File: config.mk
export PLATFORM = sky130hd
export DESIGN_NAME = div_unit
export DESIGN_NICKNAME = d
export VERILOG_FILES = /design/src/rtl/div_unit.sv
export SDC_FILE = /design/constraint.sdc
export NUM_CORES = 1
export LEC_CHECK = 0
export ABC_AREA = 1
export BUFFER_PORTS_ARGS = -buffer_cell sky130_fd_sc_hd__buf_2
export CORE_UTILIZATION = 55
export CTS_BUF_LIST = sky130_fd_sc_hd__clkbuf_4 sky130_fd_sc_hd__clkbuf_8
export DETAILED_ROUTE_END_ITERATION = 7
export PLACE_DENSITY = 0.78
export SLEW_MARGIN = 10
export SYNTH_ARGS = -nofsm -noshare
export SYNTH_HDL_FRONTEND = slang
export SYNTH_SLANG_ARGS = --single-unit
File: constraint.sdc
create_clock -name clk -period 11.9 [get_ports clk]
set_input_delay 0.595 -clock clk [delete_from_list [all_inputs] [get_ports clk]]
set_output_delay 0.595 -clock clk [all_outputs]
set_load 0.005 [all_outputs]
File: src/rtl/div_unit.sv
// div_unit: multi-cycle 32-bit restoring divider (one quotient bit per cycle), signed/unsigned,
// divide-by-zero short path and flush annul; result is {remainder, quotient}.
module div_unit (
  input  logic        clk,
  input  logic        rst,
  input  logic        signed_div_i,
  input  logic [31:0] opdata1_i,
  input  logic [31:0] opdata2_i,
  input  logic        start_i,
  input  logic        annul_i,
  output logic [63:0] result_o,
  output logic        ready_o
);
  typedef enum logic [1:0] {S_FREE, S_BYZERO, S_ON, S_END} state_t;
  state_t      state_q, state_d;
  logic [5:0]  cnt_q, cnt_d;
  logic [64:0] work_q, work_d;
  logic [31:0] divisor_q, divisor_d;
  logic        sa_q, sa_d, sb_q, sb_d;
  logic [63:0] result_q, result_d;
  logic        ready_q, ready_d;
  logic        a_neg, b_neg;
  logic [31:0] a_abs, b_abs, q_fix, r_fix;
  logic [32:0] diff;
  assign a_neg = signed_div_i & opdata1_i[31];
  assign b_neg = signed_div_i & opdata2_i[31];
  assign a_abs = a_neg ? -opdata1_i : opdata1_i;
  assign b_abs = b_neg ? -opdata2_i : opdata2_i;
  assign diff  = {1'b0, work_q[63:32]} - {1'b0, divisor_q};
  // Quotient takes the xor of the operand signs; remainder follows the dividend.
  assign q_fix = (sa_q ^ sb_q) ? -work_q[31:0] : work_q[31:0];
  assign r_fix = sa_q ? -work_q[64:33] : work_q[64:33];
  always_comb begin
    state_d   = state_q;
    cnt_d     = cnt_q;
    work_d    = work_q;
    divisor_d = divisor_q;
    sa_d      = sa_q;
    sb_d      = sb_q;
    result_d  = result_q;
    ready_d   = ready_q;
    case (state_q)
      S_FREE: begin
        result_d = '0;
        ready_d  = 1'b0;
        if (start_i && !annul_i) begin
          state_d   = (opdata2_i == '0) ? S_BYZERO : S_ON;
          divisor_d = b_abs;
          sa_d      = a_neg;
          sb_d      = b_neg;
          work_d    = {32'b0, a_abs, 1'b0};
          cnt_d     = '0;
        end
      end
      S_BYZERO: begin
        if (annul_i) state_d = S_FREE;
        else begin
          state_d  = S_END;
          work_d   = '0;
          result_d = '0;
          ready_d  = 1'b1;
        end
      end
      S_ON: begin
        if (annul_i) begin
          state_d  = S_FREE;
          result_d = '0;
          ready_d  = 1'b0;
        end else if (cnt_q != 6'd32) begin
          work_d = diff[32] ? {work_q[63:0], 1'b0} : {diff[31:0], work_q[31:0], 1'b1};
          cnt_d  = cnt_q + 6'd1;
        end else begin
          state_d  = S_END;
          result_d = {r_fix, q_fix};
          ready_d  = 1'b1;
        end
      end
      default: begin
        if (!start_i) begin
          state_d  = S_FREE;
          result_d = '0;
          ready_d  = 1'b0;
        end
      end
    endcase
  end
  always_ff @(posedge clk or posedge rst) begin
    if (rst) begin
      state_q   <= S_FREE;
      cnt_q     <= '0;
      work_q    <= '0;
      divisor_q <= '0;
      sa_q      <= 1'b0;
      sb_q      <= 1'b0;
      result_q  <= '0;
      ready_q   <= 1'b0;
    end else begin
      state_q   <= state_d;
      cnt_q     <= cnt_d;
      work_q    <= work_d;
      divisor_q <= divisor_d;
      sa_q      <= sa_d;
      sb_q      <= sb_d;
      result_q  <= result_d;
      ready_q   <= ready_d;
    end
  end
  assign result_o = result_q;
  assign ready_o  = ready_q;
endmodule

# After elaboration in Yosys (flattened, before gate mapping)
# Cells that the tools add are included.
# op_classes
n_addsub,6
eq_ne,9
mux,31
n_bitwise,3
n_reduce_logical,11
# op_table
cell,count
65-bit 2-to-1 mux,5
64-bit 2-to-1 mux,4
65-bit one-hot mux with 3 select lines,1
64-bit one-hot mux with 3 select lines,1
32-bit 2-to-1 mux,4
32-bit negation,4
32-bit by 32-bit subtractor with 33-bit output,1
32-bit zero test,1
6-bit 2-to-1 mux,3
2-bit 2-to-1 mux,6
6-bit one-hot mux with 2 select lines,1
2-bit inequality test (second input constant),4
6-bit by 1-bit adder with 6-bit output (second input constant),1
6-bit inequality test (second input constant),1
2-bit one-hot mux with 3 select lines,1
3-bit AND reduction,2
5-bit AND reduction,1
1-bit 2-to-1 mux,4
4-bit by 1-bit inequality test with 1-bit output (second input constant),1
4-bit AND reduction,1
3-bit inequality test (second input constant),1
1-bit one-hot mux with 3 select lines,1
3-bit nonzero test,1
1-bit AND,2
other kinds (8),8
# totals
regBits,172
wordCells,68

# Logic depth before layout (Yosys ltp)
# logic_depth
depth_word,5
ltp_mapped,17
mapped_depth_nobuf,16

# Least setup slack after synthesis
# OpenSTA, ideal clock, no wires.
# synth_timing
kind,flip-flop to flip-flop
start,reg work_q[32]
end,reg work_q[58]
setup_ns,0.117
arrival_time_ns,1.944
t_required_ns,11.783
setup_slack_ns,9.839
stages_incl_launch_ff,17
n_path_buf,1
synth_period_minus_slack_ns,2.061
path_cell_list,dfrtp_1 > inv_1 > ha_1 > fa_1 > inv_1 > nand3_1 > nand2_2 > nand2_2 > nand2_2 > nand2_2 > nand2_4 > nand2_4 > nand2_8 > buf_6 > nand3_1 > nand3_1 > nand2_1
# synth_between
elab_chain_len,5
# synth_lines
item,line,source
"start, declared",17,"logic [64:0] work_q, work_d;"
"start signal, assigned",100,work_q <= work_d;
32-bit by 32-bit subtractor with 33-bit output,29,"assign diff = {1'b0, work_q[63:32]} - {1'b0, divisor_q};"
65-bit 2-to-1 mux,70,"work_d = diff[32] ? {work_q[63:0], 1'b0} : {diff[31:0], work_q[31:0], 1'b1};"
65-bit 2-to-1 mux,69,end else if (cnt_q != 6'd32) begin
65-bit 2-to-1 mux,65,if (annul_i) begin
65-bit one-hot mux with 3 select lines,42,case (state_q)
# Every way passes these cells. The select of a mux whose other input is x is not followed.
# A chain may end at the register's enable or synchronous reset.

# Worst setup path in the final report
# layout_timing
start,reg sa_q
end,reg result_q[31] (netlist: result_o[31])
# layout_between
elab_chain_len,5
# layout_lines
item,line,source
"start, declared",19,"logic sa_q, sa_d, sb_q, sb_d;"
"start signal, assigned",93,sa_q <= 1'b0;
"start signal, assigned",102,sa_q <= sa_d;
1-bit XOR,31,assign q_fix = (sa_q ^ sb_q) ? -work_q[31:0] : work_q[31:0];
32-bit 2-to-1 mux,31,
64-bit 2-to-1 mux,69,
64-bit 2-to-1 mux,65,
64-bit one-hot mux with 3 select lines,42,
"end signal, assigned",104,result_q <= result_d;
"end, declared",20,"logic [63:0] result_q, result_d;"
# Every way passes these cells. The select of a mux whose other input is x is not followed.

==> reports/results.ini <==
[hold_path]
min_path_type = in -> async

[global_routing]
grtUsageMet3 = 0.0584
gr-total-overflow = 0
grt_pass1_vias = 11900
track_usage = 0.321
use_met2 = 0.442
grt_start_max_net_pins = 108
grtUsageMet1 = 0.507
busiest_layer = met1
grt_pass1_wl_mm = 61.9
antenna_found_initial = 2

[route]
drc = 0
drt_iter0_markers = 1250
via_count = 13500
totalWireLength_mm = 38.5
dr.pass1.iters = 5
ant_nets = 0
viasPerCell = 5.43
wl_per_cell_um = 15.5

[synthesis]
ys_top_cells_by_area = dfrtp_1 (32%), nand2_1 (19%), inv_1 (8.0%), nand3_1 (7.1%), nor2_1 (5.3%)
syn_inst = 2054
yosys.area.top_type = dfrtp_1
yosys-top-cells-count = nand2_1 (678), inv_1 (283), nand3_1 (188), nor2_1 (188), dfrtp_1 (172)
ys_types = 51
async_reset_ff_frac = 1.00
yosys_warnings = 0
syn_nets = 2167
syn_avg_cell_area_sq_um = 6.46
seq_area_frac_synth = 0.324
synth_most_common_cell = nand2_1
ys_ff_latch = 172
synth_edf_count = 0
synthFlopType = dfrtp_1
synth_top_area_frac = 0.324
synth_area_sq_um = 13300

[clock_network]
ctsResizeCount = 0
numCtsBuffers = 17
clkSinkCount = 172
clk_path_buf_depth = 2
clkSlewWorstSetupHoldPaths_ns = 0.11
clock_latency_ns = 0.48
cts.htree.levels = 4
ctsHoldBuffers = 0
cts_setup_buffers = 0
clockRootBuffer = clkbuf_8
cts_tree = yes

[power]
total_power_mw = 2.73
power_density_nw_per_um2 = 189
peakVddDrop_v = 0.000111
p_leak_nw = 7.87

[cells_and_area]
drive_above_1_share = 0.112
regArea_sq_um = 4300
syn_to_final_growth_pct = 8.62
layout.nets = 2265
n_fill_cell = 2287
multiInputGateArea_sq_um = 7530
final_util = 0.613
fin_cells = 2485

[setup_path]
cp.required_ns = 12.25
critPathCaptureType = flip-flop
worstReg2RegEnd = result_o[31]$_DFFE_PP0P_
reg2reg_from = sa_q$_DFFE_PP0P_
worstRegToRegCells = 9
timing.reg2reg.setup_slack_ns = 8.75
worst_ep_arrival_time_ns = 3.51
path_class = reg -> reg
path_max_fanout = 31
cp-start-kind = flip-flop

[floorplan]
die_h_um = 157
num_io_pins = 134
start_util = 0.564
dieArea_sq_um = 24800
core-area_sq_um = 23500
rows = 56
die_w_um = 157

[sta]
holdWs_ns = 0.325
finalSetupViolations = 0
max_freq_ghz = 0.317
maxSlewHeadroom = 0.292
slew_viol_final = 0
fin_crit_sh = 0.265
worstMarginPinSlew_ns = 1.06
finalHoldViolCount = 0
rsz0062_at_grt = false
tns_ns = 0
final.min_clock_period_ns = 3.15
finClkSkew_ns = 0.0214

[outcome]
outcome = finished clean

[place]
gp_congestion = 0.960
placedCellCount = 2452
port-buffer-count = 133
hpwl_mm = 30.2

[job]
cap_violations = 0

-- logic make-up after synthesis --
group                    synth area share
AO/OA/AOI/OAI                       0.126
XOR/XNOR                           0.0323
adder cells (fa/ha/maj)            0.0420
buffers and inverters               0.109
flip-flops                          0.324
AND/OR/NAND/NOR                     0.366
-- layout by cell type (no fill, tap or decap), types with 11 or more instances in the layout --
master,netlist,routed
clkbuf_8,0,18
o21ai_1,29,29
o21ai_0,104,104
nand2_1,678,677
buf_2,21,133
nand4_1,25,25
a22oi_1,12,12
nor3_1,23,22
nor2_1,188,188
ha_1,43,43
xnor2_1,16,16
a21oi_1,86,86
dfrtp_1,172,172
inv_2,12,12
xor2_1,33,33
nand3b_1,11,11
nand3_1,188,188
inv_1,283,282
-- where the power goes --
| group | switching (mW) | leakage [nW] | total [mW] | internal, mW |
|---|---|---|---|---|
| clock network | 0.239 | 0.176 | 0.396 | 0.157 |
| logic | 0.982 | 5.42 | 1.42 | 0.437 |
| registers | 0.155 | 2.27 | 0.912 | 0.757 |
| total | 1.38 | 7.87 | 2.73 | 1.35 |
-- through the flow --
step / setup slack [ns] / cell area, sq um
after global placement: 8.90 / 14100
after floorplan: 6.64 / 13300
after global routing: 8.35 / 14400
final: 8.75 / 14400
after CTS: 8.81 / 14400
after detailed placement: 8.82 / 14100
-- how the worst max path moves through the flow --
stage	start	end	slack, ns	cells after the start
after detailed placement	sa_q$_DFFE_PP0P_	result_o[31]$_DFFE_PP0P_	8.82	9
final	sa_q$_DFFE_PP0P_	result_o[31]$_DFFE_PP0P_	8.75	9
after floorplan	rst	cnt_q[0]$_DFFE_PP0P_	6.64	1
after CTS	sa_q$_DFFE_PP0P_	result_o[31]$_DFFE_PP0P_	8.81	9
after global placement	sa_q$_DFFE_PP0P_	result_o[29]$_DFFE_PP0P_	8.90	9
after global routing	sa_q$_DFFE_PP0P_	result_o[31]$_DFFE_PP0P_	8.35	9
-- worst max-delay path, stage by stage (launching register included) --
cell and delay, ns:
dfrtp_1 0.96, inv_2 0.32, nand2_1 0.13, nand2_1 0.30, inv_1 0.72, nand2_1 0.21
nand3_1 0.14, a21oi_1 0.07, o21ai_0 0.10, nand2_1 0.07
-- sequential cells by signal (all words and copies together) (netlist names) --
name / flops
result_o: 64
work_q: 65
divisor_q: 32
ready_o: 1
sa_q: 1
state_q: 2
cnt_q: 6
sb_q: 1
-- per-layer routing --
metal / vias to the layer above / routed length (um)
li1: 6750 / -
met1: 6109 / 19200
met2: 609 / 15000
met3: 35 / 3770
met4: 2 / 478
met5: - / 13
-- final cells by class --
class                      count  share of cell area
inverter                     296              0.0776
multi-input combinational   1527               0.522
clock buffer                  19              0.0177
tap                          319              0.0277
timing repair buffer         138              0.0488
clock inverter                13             0.00738
sequential                   172               0.298
antenna                        1            0.000174
Note: power is estimated with default switching activity, not from simulation.
